--- src/rtl/ps2_key_display_pkg.sv ---
// Shared constants and types for the PS/2 key display: protocol bytes,
// decoder FSM state encoding and 7-segment patterns.
package ps2_key_display_pkg;

  // Scan-code prefix bytes
  localparam logic [7:0] SC_EXT   = 8'hE0;
  localparam logic [7:0] SC_BREAK = 8'hF0;

  // Active-low 7-segment patterns (gfedcba)
  localparam logic [6:0] SEG_BLANK = 7'h7F;
  localparam logic [6:0] SEG_ZERO  = 7'h40;

  // Protocol decoder states
  typedef enum logic [1:0] {
    ST_IDLE    = 2'd0,
    ST_EXT     = 2'd1,
    ST_BRK     = 2'd2,
    ST_EXT_BRK = 2'd3
  } ps2_state_e;

endpackage : ps2_key_display_pkg

--- src/rtl/ps2_key_display_hex_to_seg7.sv ---
// Purely combinational hex digit to active-low 7-segment glyph (gfedcba).
//   hex_i : 4-bit value
//   seg_o : 7-bit active-low segment pattern
module hex_to_seg7 (
  input  logic [3:0] hex_i,
  output logic [6:0] seg_o
);

  always_comb begin
    seg_o = 7'h7F;
    case (hex_i)
      4'h0: seg_o = 7'b1000000;
      4'h1: seg_o = 7'b1111001;
      4'h2: seg_o = 7'b0100100;
      4'h3: seg_o = 7'b0110000;
      4'h4: seg_o = 7'b0011001;
      4'h5: seg_o = 7'b0010010;
      4'h6: seg_o = 7'b0000010;
      4'h7: seg_o = 7'b1111000;
      4'h8: seg_o = 7'b0000000;
      4'h9: seg_o = 7'b0010000;
      4'hA: seg_o = 7'b0001000;
      4'hB: seg_o = 7'b0000011;
      4'hC: seg_o = 7'b1000110;
      4'hD: seg_o = 7'b0100001;
      4'hE: seg_o = 7'b0000110;
      4'hF: seg_o = 7'b0001110;
      default: seg_o = 7'h7F;
    endcase
  end

endmodule : hex_to_seg7

--- src/rtl/ps2_key_display.sv ---
// PS/2 scan-code decoder and key display. Decodes make/break/E0 sequences
// from the receiver byte stream, tracks the held key and a press count, and
// drives NUM_DIGITS active-low 7-segment digits.
//   clk, clrn   : clock, async active-low reset
//   data_valid  : one-cycle strobe, data holds a new byte
//   data        : received scan-code byte
//   key_held    : a key is currently held
//   key_code    : last accepted make code (E0 stripped)
//   key_ext     : key_code came from an E0 sequence
//   press_count : distinct key presses, wrapping
//   seg         : digit i on seg[7i+6:7i]; digits 0-1 code, 2.. count
module ps2_key_display
  import ps2_key_display_pkg::*;
#(
  parameter int unsigned NUM_DIGITS = 6,
  parameter bit          LZ_BLANK   = 1'b1,
  parameter int unsigned CNT_W      = 4 * (NUM_DIGITS - 2)
) (
  input  logic                    clk,
  input  logic                    clrn,
  input  logic                    data_valid,
  input  logic [7:0]              data,
  output logic                    key_held,
  output logic [7:0]              key_code,
  output logic                    key_ext,
  output logic [CNT_W-1:0]        press_count,
  output logic [7*NUM_DIGITS-1:0] seg
);

  ps2_state_e              state_q, state_d;
  logic                    key_held_q;
  logic [7:0]              key_code_q;
  logic                    key_ext_q;
  logic [CNT_W-1:0]        press_count_q;
  logic [7*NUM_DIGITS-1:0] seg_q, seg_d, seg_rst;

  logic do_make, do_brk, ev_ext, same_key;

  // Protocol decode: classify the incoming byte and pick the next state
  always_comb begin
    state_d = state_q;
    do_make = 1'b0;
    do_brk  = 1'b0;
    ev_ext  = 1'b0;
    if (data_valid) begin
      case (state_q)
        ST_IDLE: begin
          if (data == SC_EXT)        state_d = ST_EXT;
          else if (data == SC_BREAK) state_d = ST_BRK;
          else                       do_make = 1'b1;
        end
        ST_EXT: begin
          if (data == SC_BREAK)    state_d = ST_EXT_BRK;
          else if (data == SC_EXT) state_d = ST_EXT;
          else begin
            do_make = 1'b1;
            ev_ext  = 1'b1;
            state_d = ST_IDLE;
          end
        end
        ST_BRK: begin
          // E0 after F0 is a slip: drop the break, start an extended code
          if (data == SC_BREAK)    state_d = ST_BRK;
          else if (data == SC_EXT) state_d = ST_EXT;
          else begin
            do_brk  = 1'b1;
            state_d = ST_IDLE;
          end
        end
        ST_EXT_BRK: begin
          state_d = ST_IDLE;
          if (data != SC_EXT && data != SC_BREAK) begin
            do_brk = 1'b1;
            ev_ext = 1'b1;
          end
        end
        default: state_d = ST_IDLE;
      endcase
    end
  end

  assign same_key = key_held_q && (data == key_code_q) && (ev_ext == key_ext_q);

  // FSM state and key tracking; a make of the held key is typematic repeat
  always_ff @(posedge clk or negedge clrn) begin
    if (!clrn) begin
      state_q       <= ST_IDLE;
      key_held_q    <= 1'b0;
      key_code_q    <= 8'h00;
      key_ext_q     <= 1'b0;
      press_count_q <= '0;
    end else begin
      state_q <= state_d;
      if (do_make && !same_key) begin
        key_code_q    <= data;
        key_ext_q     <= ev_ext;
        key_held_q    <= 1'b1;
        press_count_q <= press_count_q + CNT_W'(1);
      end else if (do_brk && same_key) begin
        key_held_q <= 1'b0;
      end
    end
  end

  // Per-digit glyph selection and blanking
  for (genvar g = 0; g < NUM_DIGITS; g++) begin : g_digit
    logic [3:0] nib;
    logic [6:0] glyph;
    logic       blank;

    if (g < 2) begin : g_code
      assign nib   = key_code_q[4*g +: 4];
      assign blank = !key_held_q;
    end else if (g == 2) begin : g_cnt_lsd
      assign nib   = press_count_q[3:0];
      assign blank = 1'b0;
    end else begin : g_cnt
      // Leading zero: this nibble and everything above it is zero
      assign nib   = press_count_q[4*(g-2) +: 4];
      assign blank = LZ_BLANK && (press_count_q[CNT_W-1:4*(g-2)] == '0);
    end

    hex_to_seg7 u_hex (
      .hex_i (nib),
      .seg_o (glyph)
    );

    assign seg_d[7*g +: 7]   = blank ? SEG_BLANK : glyph;
    assign seg_rst[7*g +: 7] = (g == 2 || (g > 2 && !LZ_BLANK)) ? SEG_ZERO : SEG_BLANK;
  end

  // Display register, one cycle behind the key state
  always_ff @(posedge clk or negedge clrn) begin
    if (!clrn) seg_q <= seg_rst;
    else       seg_q <= seg_d;
  end

  assign key_held    = key_held_q;
  assign key_code    = key_code_q;
  assign key_ext     = key_ext_q;
  assign press_count = press_count_q;
  assign seg         = seg_q;

endmodule : ps2_key_display

--- config.mk ---
export PLATFORM = sky130hd
export DESIGN_NAME = ps2_key_display
export DESIGN_NICKNAME = d
export VERILOG_FILES = /design/src/rtl/ps2_key_display_pkg.sv /design/src/rtl/ps2_key_display_hex_to_seg7.sv /design/src/rtl/ps2_key_display.sv
export SDC_FILE = /design/constraint.sdc
export NUM_CORES = 1
export LEC_CHECK = 0
export ABC_AREA = 1
export BUFFER_PORTS_ARGS = -buffer_cell sky130_fd_sc_hd__clkbuf_2
export CORE_MARGIN = 2
export CORE_UTILIZATION = 59
export CTS_BUF_LIST = sky130_fd_sc_hd__clkbuf_2 sky130_fd_sc_hd__clkbuf_4 sky130_fd_sc_hd__clkbuf_8
export CTS_CLUSTER_DIAMETER = 100
export DETAILED_ROUTE_END_ITERATION = 8
export PLACE_DENSITY = 0.83
export SLEW_MARGIN = 0
export SYNTH_ARGS = -nofsm -noshare
export SYNTH_HDL_FRONTEND = slang
export SYNTH_HIERARCHICAL = 1
export SYNTH_SLANG_ARGS = --single-unit
--- constraint.sdc ---
create_clock -name clk -period 1.8 [get_ports clk]
set_clock_uncertainty 0.1 [all_clocks]
set_input_delay 0.36 -clock clk [delete_from_list [all_inputs] [get_ports clk]]
set_output_delay 0.36 -clock clk [all_outputs]
set_load 0.05 [all_outputs]
==> flow_metrics.tcl, run 1 <==
set metrics [dict create \
    status "finished clean" \
    ios 79 \
    cts.sinks 70 \
    cts.clk_slew.worst_paths_ns 0.08 \
    drt-initial-drc-count 331 \
    dp_hpwl_um 7270 \
    htree_levels 3 \
    grt_antenna_before_repair 0 \
    drive_gt1_share_pct 29.8 \
    die_area_mm2 0.00879 \
    cp.arrival_ns 1.28 \
    clkPwrFrac_pct 24.5 \
    synthMuxAreaShare_pct 0 \
    synthSimpleGateAreaFrac_pct 34.5 \
    place.gp.congestion 0.867 \
    crit_required_ns 1.34 \
    fin_tns_setup_ns 0 \
    synth_nets 686 \
    rows 32 \
    drc 0 \
    numCtsBuffers 9 \
    combPwrFrac_pct 42.1 \
    synth_top_family_by_area "simple AND/OR/NAND/NOR gates" \
    drt-total-wl_um 10200 \
    max_cap_violations 0 \
    fin_crit_ns 1.74 \
    initial_utilization_pct 61.2 \
    internal_power_mw 3.62 \
    grt_start_max_net_pins 43 \
    grt_pass1_vias 3997 \
    synth_compound_area_share_pct 3.40 \
    power.density_mw_per_mm2 1120 \
    tightest_slew_ns 0.398 \
    clock_latency_ns 0.34 \
    wl_per_cell_um 12.2 \
    layout_commonest_cell "nand2_1" \
    hold_viol_final 0 \
    core_mm2 0.00777 \
    track_usage_pct 24.2 \
    p_leak_nw 3.01 \
    ys_ff_latch 70 \
    grt-ovfl-total 0 \
    synthXorXnorAreaFrac_pct 2.95 \
    holdCritPathClass "in2reg" \
    syn_avg_cell_area_um2 7.52 \
    firstDrtPassIters 5 \
    syn_inst 632 \
    final_cell_mix "221 x nand2_1, 95 x nand3_1, 78 x inv_1, 76 x clkbuf_2, 43 x ha_1" \
    port-buffer-count 78 \
    setup_viol 0 \
    synth_fa_ha_area_share_pct 11.3 \
    max_freq_mhz 576 \
    synthArstFlopShare_pct 100 \
    mappedNetlistArea_mm2 0.00475 \
    min_period_over_period_pct 96.4 \
    end_kind "output port" \
    post-route-util_pct 72.8 \
    vias 4250 \
    die_x_um 93.7 \
    n_antenna_cell 0 \
    slew_headroom_pct 73.4 \
    critPathMaxFanout 11 \
    cts_buffer_depth 2 \
    synth_edf_count 0 \
    p_sw_mw 2.69 \
    grt_pass1_wl_um 17200 \
    ir_worst_vdd_mv 1.15 \
    die_height_um 93.7 \
    worstSetupStartpointType "flip-flop" \
    ant_nets 0 \
    cts_root_buffer "clkbuf_8" \
    path_class "reg2out" \
    viasPerCell 5.08 \
    seqPwrFrac_pct 33.4 \
    sw_frac_of_total_pct 42.7 \
    yosys_warnings 6 \
    ys.flop_type "dfstp_2" \
    synth_sequential_area_ratio_pct 37.8 \
    fin_nets 783 \
    synthToLayoutAreaGrowth_pct 18.9 \
    rsz0062_at_grt "yes" \
    synth_cell_type_count 30 \
    drv_slew 0 \
    cts_tree "built" \
]
==> state kept, by name (all words and copies together), names as in the netlist <==
signal and flops:
seg 42, key_held 1, key_ext 1, press_count 16, key_code 8, state_q 2
==> kinds of logic (layout without fill, tap and decap cells) <==
group,after synthesis,after routing
AOI/OAI and AO/OA,26,26
xor gates and xnor gates,16,16
adders and majority gates,43,43
buffers and inverters,105,207
DFF,70,70
and+or+nand+nor,372,372
==> worst paths after layout <==
kind | from | endpoint | slack [ns] | depth (start not counted)
max | press_count[10] | press_count[10] | 0.06 | 2
min reg2reg | key_held | key_held | 0.43 | 2
max reg2reg | key_code[7] | press_count[9] | 0.08 | 10
min | data[0] | key_code[0] | 0.20 | 3
min in group asynchronous | clrn | key_code[1] | 0.48 | 3
max in group asynchronous | clrn | seg[27] | 0.85 | 3
==> area by class of cell <==
class	instances	area, µm²
repair buffers	105	641
multi-input cells	457	2500
clock buffers	10	138
clock inverters	6	109
flip-flops and latches	70	1810
inverters	86	323
fillers	604	2120
well taps	102	128
==> Yosys cell counts (all sizes together), types with 3 or more instances <==
| cell | count | area [µm²] |
|---|---|---|
| inv | 86 | 323 |
| xor2 | 13 | 114 |
| o21ai | 22 | 136 |
| or2 | 22 | 138 |
| nor3 | 5 | 25.0 |
| nand3 | 97 | 503 |
| buf | 18 | 150 |
| xnor2 | 3 | 26.3 |
| dfrtp | 34 | 851 |
| nand4 | 4 | 25.0 |
| nand2 | 224 | 853 |
| dfstp | 36 | 946 |
| nor2 | 19 | 88.8 |
| ha | 43 | 538 |
==> critical path, stage by stage (launching register included) <==
cell and delay, ns:
dfrtp_2 0.48, buf_4 0.19, buf_2 0.26
==> power by group through the flow <==
| stage | Combinational (mW) | Clock [mW] | Sequential (mW) |
|---|---|---|---|
| 4_1_cts | 2.64 | 1.57 | 2.11 |
| 3_3_place_gp | 2.55 | 0 | 2.13 |
| 3_5_place_dp | 2.61 | 0 | 2.14 |
| 5_1_grt | 2.90 | 1.66 | 2.14 |
| 6_report | 2.66 | 1.54 | 2.11 |
| 2_1_floorplan | 0.994 | 0 | 3.17 |
==> routing by layer <==
layer	up-vias	track usage, %	routed length (µm)
met5	-	0	0
met4	0	11.2	219
met3	22	3.93	514
met2	132	42.7	5180
met1	1940	28.7	4290
li1	2156	-	-
==> per-stage QoR <==
step	hold slack, ns	power [mW]	std cells	area [µm²]	setup WS [ns]
after global placement	0.297	4.69	816	5340	0.0360
final	0.196	6.31	836	5650	0.0641
after global routing	0.190	6.70	836	5650	-0.0444
after detailed placement	0.306	4.76	816	5340	-0.0549
after CTS	0.184	6.32	833	5600	0.0339
after floorplan	-0.0356	4.16	632	4770	-0.0267
==> repair_timing <==
action | CTS | global route
setup endpoints to repair | 1 | 34
gates resized for setup | 1 | 7
endpoints found under the hold margin | 34 | 0
setup buffers | 0 | 3
pin swaps | 0 | 3
hold buffers | 1 | 0
Power figures use the tool's default switching activity.
==> run 2: changes to the inputs <==
GPL_TIMING_DRIVEN = 0   (was default)
SLEW_MARGIN = default   (was 0)
==> run 2 against run 1 <==
Against the previous run:
- hold slack worse by 0.11 ns
- power down 1.1%
- sequential share of layout area down 0.15 points
- highest routed layer unchanged
- core utilization up 0.34 points
- maximum frequency up 0.31%
- final area up 0.46%
- combinational power about the same
- die area unchanged
- critical path type is now reg2reg
- largest power group unchanged
==> flow_metrics.tcl, run 2 (synthesis results as in run 1) <==
set metrics [dict create \
    status "finished clean" \
    critPathMaxFanout 10 \
    max_freq_mhz 578 \
    numCtsBuffers 9 \
    largest_register_ff_count 42 \
    holdCritPathClass "in2async" \
    combPwrFrac_pct 42.8 \
    die_x_um 93.7 \
    cts_tree "built" \
    dp_cells 812 \
    sw_frac_of_total_pct 43.2 \
    p_leak_nw 3.03 \
    crit_required_ns 1.97 \
    vias 4356 \
    internal_power_mw 3.55 \
    synthToLayoutAreaGrowth_pct 19.5 \
    grt_pass1_wl_um 17100 \
    cts_root_buffer "clkbuf_8" \
    firstDrtPassIters 5 \
    dp_hpwl_um 7190 \
    ios 79 \
    slew_headroom_pct 39.8 \
    hold_ws_ns 0.0846 \
    drc 0 \
    cts.sinks 70 \
    die_height_um 93.7 \
    p_sw_mw 2.70 \
    n_antenna_cell 0 \
    power.density_mw_per_mm2 1100 \
    fin_tns_setup_ns 0 \
    worstSetupStartpointType "flip-flop" \
    initial_utilization_pct 61.2 \
    final_cell_mix "221 x nand2_1, 94 x nand3_1, 78 x inv_1, 77 x clkbuf_2, 43 x ha_1" \
    end_kind "flip-flop" \
    setup_viol 0 \
    cts_buffer_depth 2 \
    die_area_mm2 0.00879 \
    core_mm2 0.00777 \
    grt_pass1_vias 3979 \
    clkPwrFrac_pct 22.7 \
    seqPwrFrac_pct 34.5 \
    hold_viol_final 0 \
    grt_antenna_before_repair 0 \
    drive_gt1_share_pct 31.1 \
    min_period_over_period_pct 96.1 \
    drv_slew 0 \
    grt-ovfl-total 0 \
    fin_nets 791 \
    wl_per_cell_um 11.9 \
    ant_nets 0 \
    place.gp.congestion 0.871 \
    tightest_slew_ns 0.902 \
    cp.arrival_ns 1.90 \
    path_class "reg2reg" \
    drt-initial-drc-count 317 \
    fin_crit_ns 1.73 \
    htree_levels 3 \
    port-buffer-count 78 \
    clock_latency_ns 0.34 \
    drt-total-wl_um 10100 \
    rows 32 \
    track_usage_pct 23.9 \
    fin_cells 844 \
    grt_start_max_net_pins 71 \
    total_power_mw 6.24 \
    ir_worst_vdd_mv 1.27 \
    layout_commonest_cell "nand2_1" \
    ctsHoldBuffers 0 \
    max_cap_violations 0 \
    viasPerCell 5.16 \
    cts.clk_slew.worst_paths_ns 0.08 \
]
run 2: cell count changes in the layout (fill, tap and decap cells not counted), sizes merged:
cell         previous run  this run
buf                    28        34
bufinv                  3         2
clkbuf                 86        90
clkinv                  3         1
clkinvlp                0         1
dlygate4sd3             1         0
inv                    86        87
run 2: timing repair:
action                                  4_1_cts  5_1_grt
endpoints found under the setup margin       15       21
buffers inserted                              1       15
pin swaps                                     1        2
gates resized for setup                       3        8
run 2: layout make-up:
type,instances,area (µm²)
clock buffer,11,145
inverter,86,323
clock inverter,5,81.3
tap,102,128
sequential,70,1810
multi-input combinational,457,2520
buffer,19,158
fill,589,2090
timing repair buffer,94,513
run 2: power by group through the flow:
| stage | Combinational, mW | Sequential (mW) | Clock, mW |
|---|---|---|---|
| floorplan | 0.994 | 3.17 | 0 |
| global placement | 2.44 | 2.22 | 0 |
| detailed placement | 2.48 | 2.23 | 0 |
| CTS | 2.50 | 2.21 | 1.44 |
| global route | 2.91 | 2.19 | 1.51 |
| finish | 2.67 | 2.16 | 1.42 |
run 2: per-layer routing:
layer / share of wire, % / wire (µm) / GRT usage (%)
met1: 44 / 4430 / 29.8
met3: 4.9 / 496 / 3.53
met4: 1.6 / 159 / 10.3
met2: 49 / 4980 / 41.1
met5: 0 / 0 / 0
run 2: worst paths after layout:
path / from / to / slack (ns) / cells after the start
setup / recovery: key_held / press_count[2] / 0.07 / 9
hold / removal: clrn / key_code[4] / 0.08 / 1
setup reg to reg: key_held / press_count[2] / 0.07 / 9
hold reg to reg: key_code[6] / key_code[6] / 0.43 / 2
max in group asynchronous: clrn / press_count[4] / 0.88 / 1
min in group clk: data[2] / key_code[2] / 0.18 / 3
run 2: critical path, cell delays in order (launching register included):
cell and delay [ns]:
dfrtp_2 0.39, inv_1 0.10, a21oi_1 0.17, nand4_1 0.17, nor2_4 0.18, nand3_4 0.14
nand2_4 0.12, buf_6 0.14, nand2_1 0.08, nand2_1 0.07
run 2: per-stage QoR:
step	setup WS (ns)	area [µm²]	util, %
CTS	0.0322	5540	71.3
global route	-0.0531	5680	73.1
floorplan	-0.0267	4770	-
detailed placement	-0.185	5290	68.1
finish	0.0695	5680	73.1
global placement	-0.264	5290	68.1
